===== config.mk =====
export PLATFORM = sky130hd
export DESIGN_NAME = key_train_sequencer
export DESIGN_NICKNAME = d
export VERILOG_FILES = /design/src/rtl/key_train_sequencer_pkg.sv /design/src/rtl/key_train_sequencer_key_debounce.sv /design/src/rtl/key_train_sequencer.sv
export SDC_FILE = /design/constraint.sdc
export NUM_CORES = 1
export LEC_CHECK = 0
export CORE_ASPECT_RATIO = 1.5
export CORE_UTILIZATION = 56
export CTS_CLUSTER_SIZE = 24
export DETAILED_ROUTE_END_ITERATION = 8
export DONT_BUFFER_PORTS = 1
export HOLD_SLACK_MARGIN = 0.08
export PLACE_DENSITY = 0.85
export SYNTH_ARGS = -nofsm -noshare
export SYNTH_HDL_FRONTEND = slang
export SYNTH_HIERARCHICAL = 1
export SYNTH_SLANG_ARGS = --single-unit

===== constraint.sdc =====
create_clock -name CLOCK_50 -period 2.27 [get_ports CLOCK_50]
set_input_delay 0.681 -clock CLOCK_50 [delete_from_list [all_inputs] [get_ports CLOCK_50]]
set_output_delay 0.681 -clock CLOCK_50 [all_outputs]
set_load 0.05 [all_outputs]

===== src/rtl/key_train_sequencer_pkg.sv =====
// Shared constants and FSM encoding for the key-entry training sequencer
// and the weight module it feeds.
package key_train_sequencer_pkg;

    localparam int W_ROWS        = 16;
    localparam int N_NEURONS_DEF = W_ROWS;
    localparam int ADDR_W        = 4;
    localparam int CNT_W         = 5;

    typedef enum logic [1:0] {
        ST_IDLE = 2'd0,
        ST_HELD = 2'd1,
        ST_RUN  = 2'd2
    } fsm_state_e;

endpackage


===== src/rtl/key_train_sequencer_key_debounce.sv =====
// Two-flop synchronizer plus stability counter for one active-low key.
// level_o is the registered level's next value, so a change is visible one cycle early.
module key_debounce
    import key_train_sequencer_pkg::*;
#(
    parameter int DEB_CYCLES = 4
) (
    input  logic clk_i,
    input  logic rst_i,
    input  logic key_i,
    output logic level_o
);

    localparam int CW = $clog2(DEB_CYCLES + 1);

    logic          sync1_q;
    logic          sync2_q;
    logic          level_q;
    logic          level_d;
    logic [CW-1:0] cnt_q;
    logic [CW-1:0] cnt_d;

    // Synchronizer and debounce state; reset loads the released level.
    always_ff @(posedge clk_i) begin
        if (rst_i) begin
            sync1_q <= 1'b1;
            sync2_q <= 1'b1;
            level_q <= 1'b1;
            cnt_q   <= '0;
        end else begin
            sync1_q <= key_i;
            sync2_q <= sync1_q;
            level_q <= level_d;
            cnt_q   <= cnt_d;
        end
    end

    // Any cycle agreeing with the accepted level restarts the stability count.
    always_comb begin
        level_d = level_q;
        cnt_d   = '0;
        if (sync2_q != level_q) begin
            if (cnt_q == CW'(DEB_CYCLES - 1)) begin
                level_d = sync2_q;
                cnt_d   = '0;
            end else begin
                cnt_d = cnt_q + CW'(1);
            end
        end else begin
            cnt_d = '0;
        end
    end

    assign level_o = level_d;

endmodule


===== src/rtl/key_train_sequencer.sv =====
// Builds a training pattern from two push buttons, then issues one
// weight-row update request per neuron with a ready/ack handshake.
module key_train_sequencer
    import key_train_sequencer_pkg::*;
#(
    parameter int DEB_CYCLES = 4,
    parameter int N_NEURONS  = N_NEURONS_DEF
) (
    input  logic                 CLOCK_50,
    input  logic                 rst,
    input  logic                 key0,
    input  logic                 key1,
    output logic [1:0]           fsm,
    output logic [N_NEURONS-1:0] pattern,
    output logic [CNT_W-1:0]     bit_cnt,
    output logic                 req,
    output logic [ADDR_W-1:0]    req_addr,
    output logic [N_NEURONS-1:0] req_pattern,
    input  logic                 ack,
    output logic                 done,
    output logic [7:0]           led
);

    localparam logic [CNT_W-1:0]  RUN_LEN  = CNT_W'(N_NEURONS);
    localparam logic [ADDR_W-1:0] LAST_ROW = ADDR_W'(N_NEURONS - 1);

    logic deb0_s;
    logic deb1_s;

    fsm_state_e           state_q,       state_d;
    logic [N_NEURONS-1:0] pattern_q,     pattern_d;
    logic [CNT_W-1:0]     bit_cnt_q,     bit_cnt_d;
    logic                 pressed_q,     pressed_d;
    logic                 req_q,         req_d;
    logic [ADDR_W-1:0]    req_addr_q,    req_addr_d;
    logic [N_NEURONS-1:0] req_pattern_q, req_pattern_d;
    logic                 done_q,        done_d;

    logic [N_NEURONS-1:0] pattern_shift_s;
    logic [CNT_W-1:0]     bit_cnt_inc_s;

    key_debounce #(.DEB_CYCLES(DEB_CYCLES)) u_deb0 (
        .clk_i   (CLOCK_50),
        .rst_i   (rst),
        .key_i   (key0),
        .level_o (deb0_s)
    );

    key_debounce #(.DEB_CYCLES(DEB_CYCLES)) u_deb1 (
        .clk_i   (CLOCK_50),
        .rst_i   (rst),
        .key_i   (key1),
        .level_o (deb1_s)
    );

    assign pattern_shift_s = {pattern_q[N_NEURONS-2:0], pressed_q};
    assign bit_cnt_inc_s   = bit_cnt_q + CNT_W'(1);

    // State and datapath registers.
    always_ff @(posedge CLOCK_50) begin
        if (rst) begin
            state_q       <= ST_IDLE;
            pattern_q     <= '0;
            bit_cnt_q     <= '0;
            pressed_q     <= 1'b0;
            req_q         <= 1'b0;
            req_addr_q    <= '0;
            req_pattern_q <= '0;
            done_q        <= 1'b0;
        end else begin
            state_q       <= state_d;
            pattern_q     <= pattern_d;
            bit_cnt_q     <= bit_cnt_d;
            pressed_q     <= pressed_d;
            req_q         <= req_d;
            req_addr_q    <= req_addr_d;
            req_pattern_q <= req_pattern_d;
            done_q        <= done_d;
        end
    end

    // Next-state logic; debounced keys are active-low (0 = pressed).
    always_comb begin
        state_d       = state_q;
        pattern_d     = pattern_q;
        bit_cnt_d     = bit_cnt_q;
        pressed_d     = pressed_q;
        req_d         = req_q;
        req_addr_d    = req_addr_q;
        req_pattern_d = req_pattern_q;
        done_d        = 1'b0;
        case (state_q)
            ST_IDLE: begin
                if (deb0_s != deb1_s) begin
                    state_d   = ST_HELD;
                    pressed_d = ~deb1_s;
                end else begin
                    state_d = ST_IDLE;
                end
            end
            ST_HELD: begin
                if (deb0_s && deb1_s) begin
                    pattern_d = pattern_shift_s;
                    bit_cnt_d = bit_cnt_inc_s;
                    if (bit_cnt_inc_s == RUN_LEN) begin
                        state_d       = ST_RUN;
                        req_d         = 1'b1;
                        req_addr_d    = '0;
                        req_pattern_d = pattern_shift_s;
                    end else begin
                        state_d = ST_IDLE;
                    end
                end else begin
                    state_d = ST_HELD;
                end
            end
            ST_RUN: begin
                if (req_q && ack) begin
                    if (req_addr_q == LAST_ROW) begin
                        req_d     = 1'b0;
                        done_d    = 1'b1;
                        bit_cnt_d = '0;
                        state_d   = ST_IDLE;
                    end else begin
                        req_addr_d = req_addr_q + ADDR_W'(1);
                    end
                end else begin
                    req_d = req_q;
                end
            end
            default: begin
                state_d = ST_IDLE;
                req_d   = 1'b0;
            end
        endcase
    end

    assign fsm         = state_q;
    assign pattern     = pattern_q;
    assign bit_cnt     = bit_cnt_q;
    assign req         = req_q;
    assign req_addr    = req_addr_q;
    assign req_pattern = req_pattern_q;
    assign done        = done_q;
    assign led         = pattern_q[7:0];

endmodule


Yosys cells after proc, flatten, opt, wreduce, memory -nomap -nowiden
Index checks and enable logic that the tools add are counted.

Input bits: 5. Output and inout port bits: 53. Register bits after elaboration: 58.

Reduce and logical (&&, ||, !) cells: 14. Equality and inequality tests: 14. $add $sub $neg: 4. Muxes and demuxes: 25. Bitwise gates (word level): 6.

Operators with widths (number): $mux W4 (4); $mux W5 (3); $mux W1 (10); $ne A2 B2 Y1 const B (5); $pmux W5 S2 (1); $reduce_and A5 Y1 (2); $reduce_or A3 Y1 (3); $mux W2 (4); $pmux W4 S2 (1); $add A3 B1 Y3 const B (2); $eq A3 B2 Y1 const B (2); $not A1 Y1 (6); $pmux W2 S3 (1); $reduce_and A2 Y1 (3); $add A5 B1 Y5 const B (1); $eq A5 B5 Y1 const B (1); $add A4 B1 Y4 const B (1); $eq A4 B4 Y1 const B (1); $reduce_and A4 Y1 (1); $ne A1 B1 Y1 (3); $pmux W1 S3 (1); $reduce_and A3 Y1 (1); $eq A2 B1 Y1 const B (1); $eq A2 B2 Y1 const B (1); other kinds (3) (4).

Logic depth before layout (Yosys ltp)
Gate-level depths: netlist of the first run.

Depth after elaboration: 6. Depth in mapped cells: 10. Gate-level depth less buffers: 8.

Cells and area by module
The synthesis of the first run kept the hierarchy.

By module, submodules not included: key_train_sequencer (instances 1, area an instance 2075.7 um^2, cells an instance 233); key_debounce (instances 2, area an instance 212.7 um^2, cells an instance 17).

Least setup slack after synthesis of the first run
No wires, ideal clock.

Kind: flip-flop to flip-flop. Start point: reg bit_cnt_q[0], in the netlist bit_cnt[0]. End point: reg req_pattern_q[7], in the netlist req_pattern[7]. Required time: 2198 ps. Path buffers: 2. Path slack: 94 ps. Period minus slack after synthesis: 2176 ps. Cell stages (with the launch flop): 8. Data arrival time: 2105 ps. Path through: dfxtp_1 ha_1 nand3_1 xor2_1 nor3_2 buf_4 buf_6 mux2i_1.

Cells in the longest elaborated chain, start to end: 3.

RTL lines: from (decl) (RTL line key_train_sequencer.sv:32) `logic [CNT_W-1:0] bit_cnt_q, bit_cnt_d;`; from (signal assigned) (RTL line key_train_sequencer.sv:73) `bit_cnt_q <= bit_cnt_d;`; $add A5 B1 Y5 (RTL line key_train_sequencer.sv:57) `assign bit_cnt_inc_s = bit_cnt_q + CNT_W'(1);`; $eq A5 B5 Y1 (RTL line key_train_sequencer.sv:105) `if (bit_cnt_inc_s == RUN_LEN) begin`; $reduce_and A3 Y1 (no source line); to (signal assigned) (RTL line key_train_sequencer.sv:77) `req_pattern_q <= req_pattern_d;`; to (decl) (RTL line key_train_sequencer.sv:36) `logic [N_NEURONS-1:0] req_pattern_q, req_pattern_d;`.

No other way between the ends. A chain may end at the register's enable or synchronous reset.

Worst setup path after layout of the first run
Start point: reg u_deb0.cnt_q[0]. End point: reg req_addr_q[2], in the netlist req_addr[2].

Cells in the longest elaborated chain, start to end: 6.

RTL lines: from (decl) (RTL line key_train_sequencer_key_debounce.sv:20) `logic [CW-1:0] cnt_q;`; from (signal assigned) (RTL line key_train_sequencer_key_debounce.sv:34) `cnt_q <= cnt_d;`; $eq A3 B2 Y1 (RTL line key_train_sequencer_key_debounce.sv:43) `if (cnt_q == CW'(DEB_CYCLES - 1)) begin`; $mux W1 (RTL line key_train_sequencer_key_debounce.sv:43); $mux W1 (RTL line key_train_sequencer_key_debounce.sv:42) `if (sync2_q != level_q) begin`; via deb0_s (RTL line key_train_sequencer.sv:27) `logic deb0_s;`; $logic_and A1 B1 Y1 (RTL line key_train_sequencer.sv:102) `if (deb0_s && deb1_s) begin`; $ne A2 B2 Y1 (no source line); $reduce_and A5 Y1 (no source line); to (signal assigned) (RTL line key_train_sequencer.sv:76) `req_addr_q <= req_addr_d;`; to (decl) (RTL line key_train_sequencer.sv:35) `logic [ADDR_W-1:0] req_addr_q, req_addr_d;`.

The timed path passes the listed nets, and every way through them passes these cells.

==> impl_metrics.py, run 1 <==
metrics = {
    "final_layout": {
        "antennaDiodeCount": 0,
        "final_cells": 338,
        "n_fill_cell": 331,
        "area_growth_pct": 17.01,
        "multi_input_area_um2": 1224,
        "ff_latch_area_um2": 1161,
        "nets": 300,
        "fin_area_um2": 2927,
        "drive_gt1_share_pct": 21.23,
    },
    "floorplan": {
        "ios": 58,
        "die_h_um": 83.85,
        "dieArea_um2": 4743,
        "start_util_pct": 58.92,
        "design.core.area_um2": 4245,
        "row_count": 29,
        "die_w_um": 56.57,
    },
    "logic_synthesis": {
        "synth_edf_count": 0,
        "syn_nets": 280,
        "synth_top_area_cell": "dfxtp_1",
        "yosysWarnings": 6,
        "yosysSeqAreaShare_pct": 46.42,
        "synth.distinct_cells": 41,
        "synthTopCellsByArea": "dfxtp_1, nand2b_1, mux2i_1",
        "synth_top_area_share_pct": 46.42,
        "synth_area_um2": 2501,
        "synthCells": 267,
        "ys_ff_latch": 58,
        "synth_top_flop_cell": "dfxtp_1",
        "avgSynthCellArea_um2": 9.368,
        "ys_async_sr_fraction_pct": 0,
    },
    "pwr": {
        "max-vdd-ir-drop_mv": 0.5999,
        "leakage_nw": 1.038,
        "power_density_nw_per_um2": 705.0,
    },
    "timing": {
        "worstMarginPinSlew_ns": 0.5998,
        "finalCritPeriodShare_pct": 95.81,
        "finalSetupViolCount": 0,
        "hold_violations": 0,
        "grt_setup_unrepaired": "no",
        "fmax_mhz": 459.8,
        "final-max-slew-violation-count": 0,
        "period_minus_slack_ns": 2.175,
        "relSlewSlack_pct": 59.96,
        "fin_skew_ns": 0.009352,
    },
    "clocking": {
        "path_clk_slew_ns": 0.07,
        "cts_buffers": 9,
        "h-tree-depth": 3,
        "cts-root-buf": "clkbuf_8",
        "cts_tree": "yes",
        "cts_sinks": 58,
        "clk_path_buf_depth": 2,
        "insertion_delay_ns": 0.34,
        "cts_hold_buf": 0,
    },
    "route": {
        "firstDrtPassIters": 4,
        "drtIter0Drc": 77,
        "routed_wl_um": 5000,
        "ant_nets": 0,
        "vias": 1883,
        "wire_per_inst_um": 14.79,
        "via_per_inst": 5.571,
        "drc": 0,
    },
    "status": {
        "status": "finished, final reports clean",
    },
    "job": {
        "cap_viol_max_count": 0,
    },
    "worst_hold_path": {
        "hold_end": "u_deb1/sync2_q",
        "hold_path.class": "reg -> reg",
        "hold_path_depth": 1,
        "hold_start": "u_deb1/sync1_q",
    },
    "setup_path": {
        "end_kind": "register",
        "crit_type": "reg -> reg",
        "cp_max_fo": 8,
        "startpoint_type": "register",
        "r2r_end": "req_addr[2]",
        "crit_required_ns": 2.52,
        "r2r-start": "u_deb0/cnt_q[0]",
        "critPathArrivalTime_ns": 2.42,
        "reg2reg_depth": 9,
        "r2r_slack_ns": 0.1,
    },
    "global_route": {
        "antenna_found_initial": 0,
        "grt_overflow_total": 0,
        "grt_max_degree": 79,
        "grt_pass1_vias": 1738,
        "grt_pass1_wl_um": 7838,
        "track_usage_pct": 21.83,
    },
    "placement": {
        "placedCellCount": 320,
        "dpl_cell_area_um2": 2653,
        "place_hpwl_um": 3196,
        "place_congestion": 0.8288,
        "io_buffers": 0,
    },
}
## layout by cell type (no fill, tap or decap), types with 3 or more instances in the layout
master / netlist / routed
nor3_1: 4 / 4
or2_2: 4 / 4
nand2_1: 35 / 35
nand2b_1: 32 / 32
nand3b_1: 5 / 5
ha_1: 8 / 8
buf_4: 9 / 28
nor2_1: 6 / 6
o21ai_0: 6 / 6
or3_1: 4 / 4
nor4_1: 6 / 6
nand3_1: 6 / 6
mux2i_1: 17 / 17
a31oi_1: 3 / 3
clkbuf_8: 0 / 13
inv_1: 5 / 5
dfxtp_1: 58 / 58
a21oi_1: 22 / 22
## where the power goes
group          switching, mW  total, mW  internal (mW)
Combinational        0.00235     0.0153         0.0129
Sequential           0.00182       1.02           1.02
Clock                  0.398       1.02          0.626
## cell usage after synthesis, drive strengths merged, types with 3 or more instances
cell type  number
nor2            6
a21oi          22
mux2i          17
inv             5
nand2b         33
nor3            5
nand3           6
a31oi           3
o21ai           6
ha              8
clkbuf          8
or2             6
nand2          35
nand3b          5
dfxtp          58
buf            13
or3             6
nor4            6
## worst max-delay path: stages (launching register included)
cell and delay, ns:
dfxtp_1 0.31, ha_1 0.20, ha_1 0.21, mux2_4 0.31
ha_1 0.21, and3b_2 0.20, nand2_1 0.12, nor3_4 0.06
buf_4 0.20, o41ai_4 0.26
## sequential cells by signal, indices dropped and copies added, names as in the netlist, 2 cells and up
| signal | count |
|---|---|
| req_addr | 4 |
| pattern | 16 |
| fsm | 2 |
| u_deb1/cnt_q | 3 |
| req_pattern | 16 |
| bit_cnt | 5 |
| u_deb0/cnt_q | 3 |
## repair_timing
| item | CTS | global route |
|---|---|---|
| pin swaps | 1 | 0 |
| endpoints found under the setup margin | 19 | 5 |
| endpoints found under the hold margin | 0 | 0 |
| gates resized for setup | 0 | 3 |
| buffers inserted | 2 | 0 |
## per-stage QoR
stage / setup WS (ns) / utilization, % / setup TNS, ns / hold slack, ns / power [mW]
3_5_place_dp: -0.4030 / 62.48 / -6.477 / 0.3941 / 1.062
5_1_grt: 0.01273 / 68.94 / 0 / 0.3888 / 2.140
3_3_place_gp: -0.2927 / 62.48 / -5.042 / 0.3911 / 1.061
6_report: 0.09509 / 68.94 / 0 / 0.4074 / 2.063
2_1_floorplan: 0.09356 / - / 0 / 0.3895 / 1.073
4_1_cts: 0.03793 / 68.41 / 0 / 0.3904 / 2.086
## worst max path at each step
stage	start	endpoint	slack, ns	cells past startpoint
floorplan	bit_cnt[0]	req_pattern[7]	0.09	7
global placement	u_deb1/cnt_q[0]	req_addr[1]	-0.29	8
detailed placement	u_deb1/cnt_q[0]	req_pattern[2]	-0.40	8
CTS	u_deb1/cnt_q[0]	req_addr[2]	0.04	9
global route	u_deb0/cnt_q[0]	req_addr[2]	0.01	9
finish	u_deb0/cnt_q[0]	req_addr[2]	0.1	9
## metal layers
metal,wire [um],part of all wire [%],GRT usage (%)
met4,118,2.4,11.97
met2,2535,51,35.83
met5,0,0,0
met1,2025,41,22.99
met3,321,6.4,9.457
## layout make-up
| cell class | count | area share (%) |
|---|---|---|
| Multi-Input combinational cell | 183 | 41.81 |
| Sequential cell | 58 | 39.67 |
| Clock inverter | 3 | 1.539 |
| Clock buffer | 13 | 6.114 |
| Timing Repair Buffer | 30 | 8.251 |
| Tap cell | 46 | 1.967 |
| Inverter | 5 | 0.6413 |
## kinds of logic after synthesis
group / after synthesis / share of synthesized area, %
and+or+nand+nor: 115 / 25.76
xor gates and xnor gates: 3 / 1.051
buffers and inverters: 26 / 5.653
muxes: 19 / 8.004
adders and majority gates: 8 / 4.002
DFF: 58 / 46.42
AOI/OAI and AO/OA: 38 / 9.105
No activity file was read; power rests on OpenSTA's default activity.
==> run 2: changes to the inputs <==
GPL_ROUTABILITY_DRIVEN = 0   (was default)
REMOVE_ABC_BUFFERS = 1   (was default)
==> run 2 against run 1 <==
Design area down 0.81%; utilization is 0.56 points lower; clock power about the same; first-iteration DRC count down 12%; hold slack better by 0.0074 ns; register-to-register slack improved by 0.05 ns; total power increased by 0.91%; via count grew 1.7%; cell count fell by 0.59%; die area stayed put; worst setup slack better by 0.049 ns; critical path type unchanged; largest cell class unchanged; highest routed layer unchanged.
==> impl_metrics.py, run 2 (synthesized netlist as in run 1, its figures left out) <==
metrics = {
    "floorplan": {
        "ios": 58,
        "design.core.area_um2": 4245,
        "die_w_um": 56.57,
        "dieArea_um2": 4743,
        "start_util_pct": 58.92,
        "die_h_um": 83.85,
        "row_count": 29,
    },
    "global_route": {
        "grt_max_degree": 79,
        "grt_overflow_total": 0,
        "grt_pass1_wl_um": 8438,
        "grt_pass1_vias": 1883,
        "antenna_found_initial": 0,
        "track_usage_pct": 22.71,
    },
    "route": {
        "drtIter0Drc": 68,
        "via_per_inst": 5.699,
        "vias": 1915,
        "drc": 0,
        "wire_per_inst_um": 15.00,
        "firstDrtPassIters": 5,
        "ant_nets": 0,
        "routed_wl_um": 5041,
    },
    "timing": {
        "hold_violations": 0,
        "worstMarginPinSlew_ns": 0.5899,
        "fin_skew_ns": 0.008149,
        "fmax_mhz": 470.4,
        "final-max-slew-violation-count": 0,
        "grt_setup_unrepaired": "no",
        "relSlewSlack_pct": 60.62,
        "finalSetupViolCount": 0,
        "hold_ws_ns": 0.4147,
        "finalCritPeriodShare_pct": 93.66,
        "period_minus_slack_ns": 2.126,
    },
    "pwr": {
        "pwr-share-comb_pct": 0.7,
        "p_int_mw": 1.679,
        "leakage_nw": 1.025,
        "p_sw_share_pct": 19.36,
        "p_clk_share_pct": 50.1,
        "seqPwrFrac_pct": 49.2,
        "max-vdd-ir-drop_mv": 0.7800,
        "power_density_nw_per_um2": 717.3,
        "power.switching_uw": 403.0,
    },
    "clocking": {
        "insertion_delay_ns": 0.33,
        "cts_sinks": 58,
        "cts_buffers": 9,
        "cts_tree": "yes",
        "h-tree-depth": 3,
        "cts-root-buf": "clkbuf_8",
        "clk_path_buf_depth": 2,
        "path_clk_slew_ns": 0.06,
    },
    "setup_path": {
        "max_stage_delay_ns": 0.32,
        "end_kind": "register",
        "cp_top_family": "simple AND/OR/NAND/NOR gates",
        "startpoint_type": "register",
        "crit_required_ns": 2.53,
        "cp_slowest_cell": "dfxtp_1",
        "crit_type": "reg -> reg",
        "critPathArrivalTime_ns": 2.38,
        "path_buf_inv": 1,
        "crit_path_cell_trace": "ha_1 -> ha_2 -> mux2_4 -> ha_4 -> and3b_2 -> nand2_2 -> nor3_4 -> buf_6 -> mux2i_1",
        "cp_max_fo": 7,
    },
    "final_layout": {
        "n_fill_cell": 327,
        "final_common_cell": "dfxtp_1",
        "area_growth_pct": 16.06,
        "nets": 298,
        "antennaDiodeCount": 0,
        "post-route-util_pct": 68.38,
        "drive_gt1_share_pct": 21.38,
        "final_cell_mix": "dfxtp_1, nand2_1, nand2b_1",
    },
    "worst_hold_path": {
        "hold_path.class": "in -> reg",
    },
    "status": {
        "status": "finished, final reports clean",
    },
    "job": {
        "cap_viol_max_count": 0,
    },
    "placement": {
        "io_buffers": 0,
        "place_hpwl_um": 3355,
    },
}
## run 2: per-stage QoR
stage / std cells / power, mW / setup TNS, ns / cell area (um2) / setup WS, ns
CTS: 335 / 2.090 / 0 / 2872 / 0.02577
detailed placement: 319 / 1.063 / 0 / 2645 / 0.02205
finish: 336 / 2.082 / 0 / 2903 / 0.1440
global placement: 319 / 1.062 / 0 / 2645 / 0.1263
floorplan: 246 / 1.061 / -12.26 / 2379 / -0.6855
global route: 336 / 2.149 / 0 / 2903 / 0.01721
## run 2: area by class of cell
class	count	area, um2	share of cell area (%)
Multi-Input combinational cell	183	1225	42.20
Sequential cell	58	1161	40.00
Timing Repair Buffer	28	221.5	7.629
Clock buffer	11	141.4	4.871
Clock inverter	5	77.57	2.672
Tap cell	46	57.56	1.983
Inverter	5	18.77	0.6466
## run 2: path summary, 6_finish.rpt
kind / startpoint / endpoint / slack, ns / depth (start not counted)
hold / removal: rst / pattern[12] / 0.41 / 1
hold reg to reg: u_deb0/sync1_q / u_deb0/sync2_q / 0.42 / 1
setup reg to reg: u_deb1/cnt_q[0] / req_pattern[12] / 0.14 / 9
setup / recovery: u_deb1/cnt_q[0] / req_pattern[12] / 0.14 / 9
## run 2: what timing repair did
action	4_1_cts	5_1_grt
pin swaps	1	1
resized for setup	2	6
setup endpoints to repair	10	22
setup buffers	0	1
hold buffers	0	0
## run 2: routing by layer
layer  vias to the layer above  track usage (%)  share of wire (%)
met2                        58            39.68                 53
met1                       903            24.13                 40
met5                         -                0                  0
met3                        11            8.372                5.5
li1                        943                -                  -
met4                         0            9.091                1.6
## run 2: power by group through the flow
stage	sequential (mW)	combinational (mW)	clock [mW]
floorplan	1.05	0.0146	0
global placement	1.05	0.0152	0
detailed placement	1.05	0.0156	0
CTS	1.02	0.0157	1.05
global route	1.02	0.0164	1.11
finish	1.02	0.0155	1.04
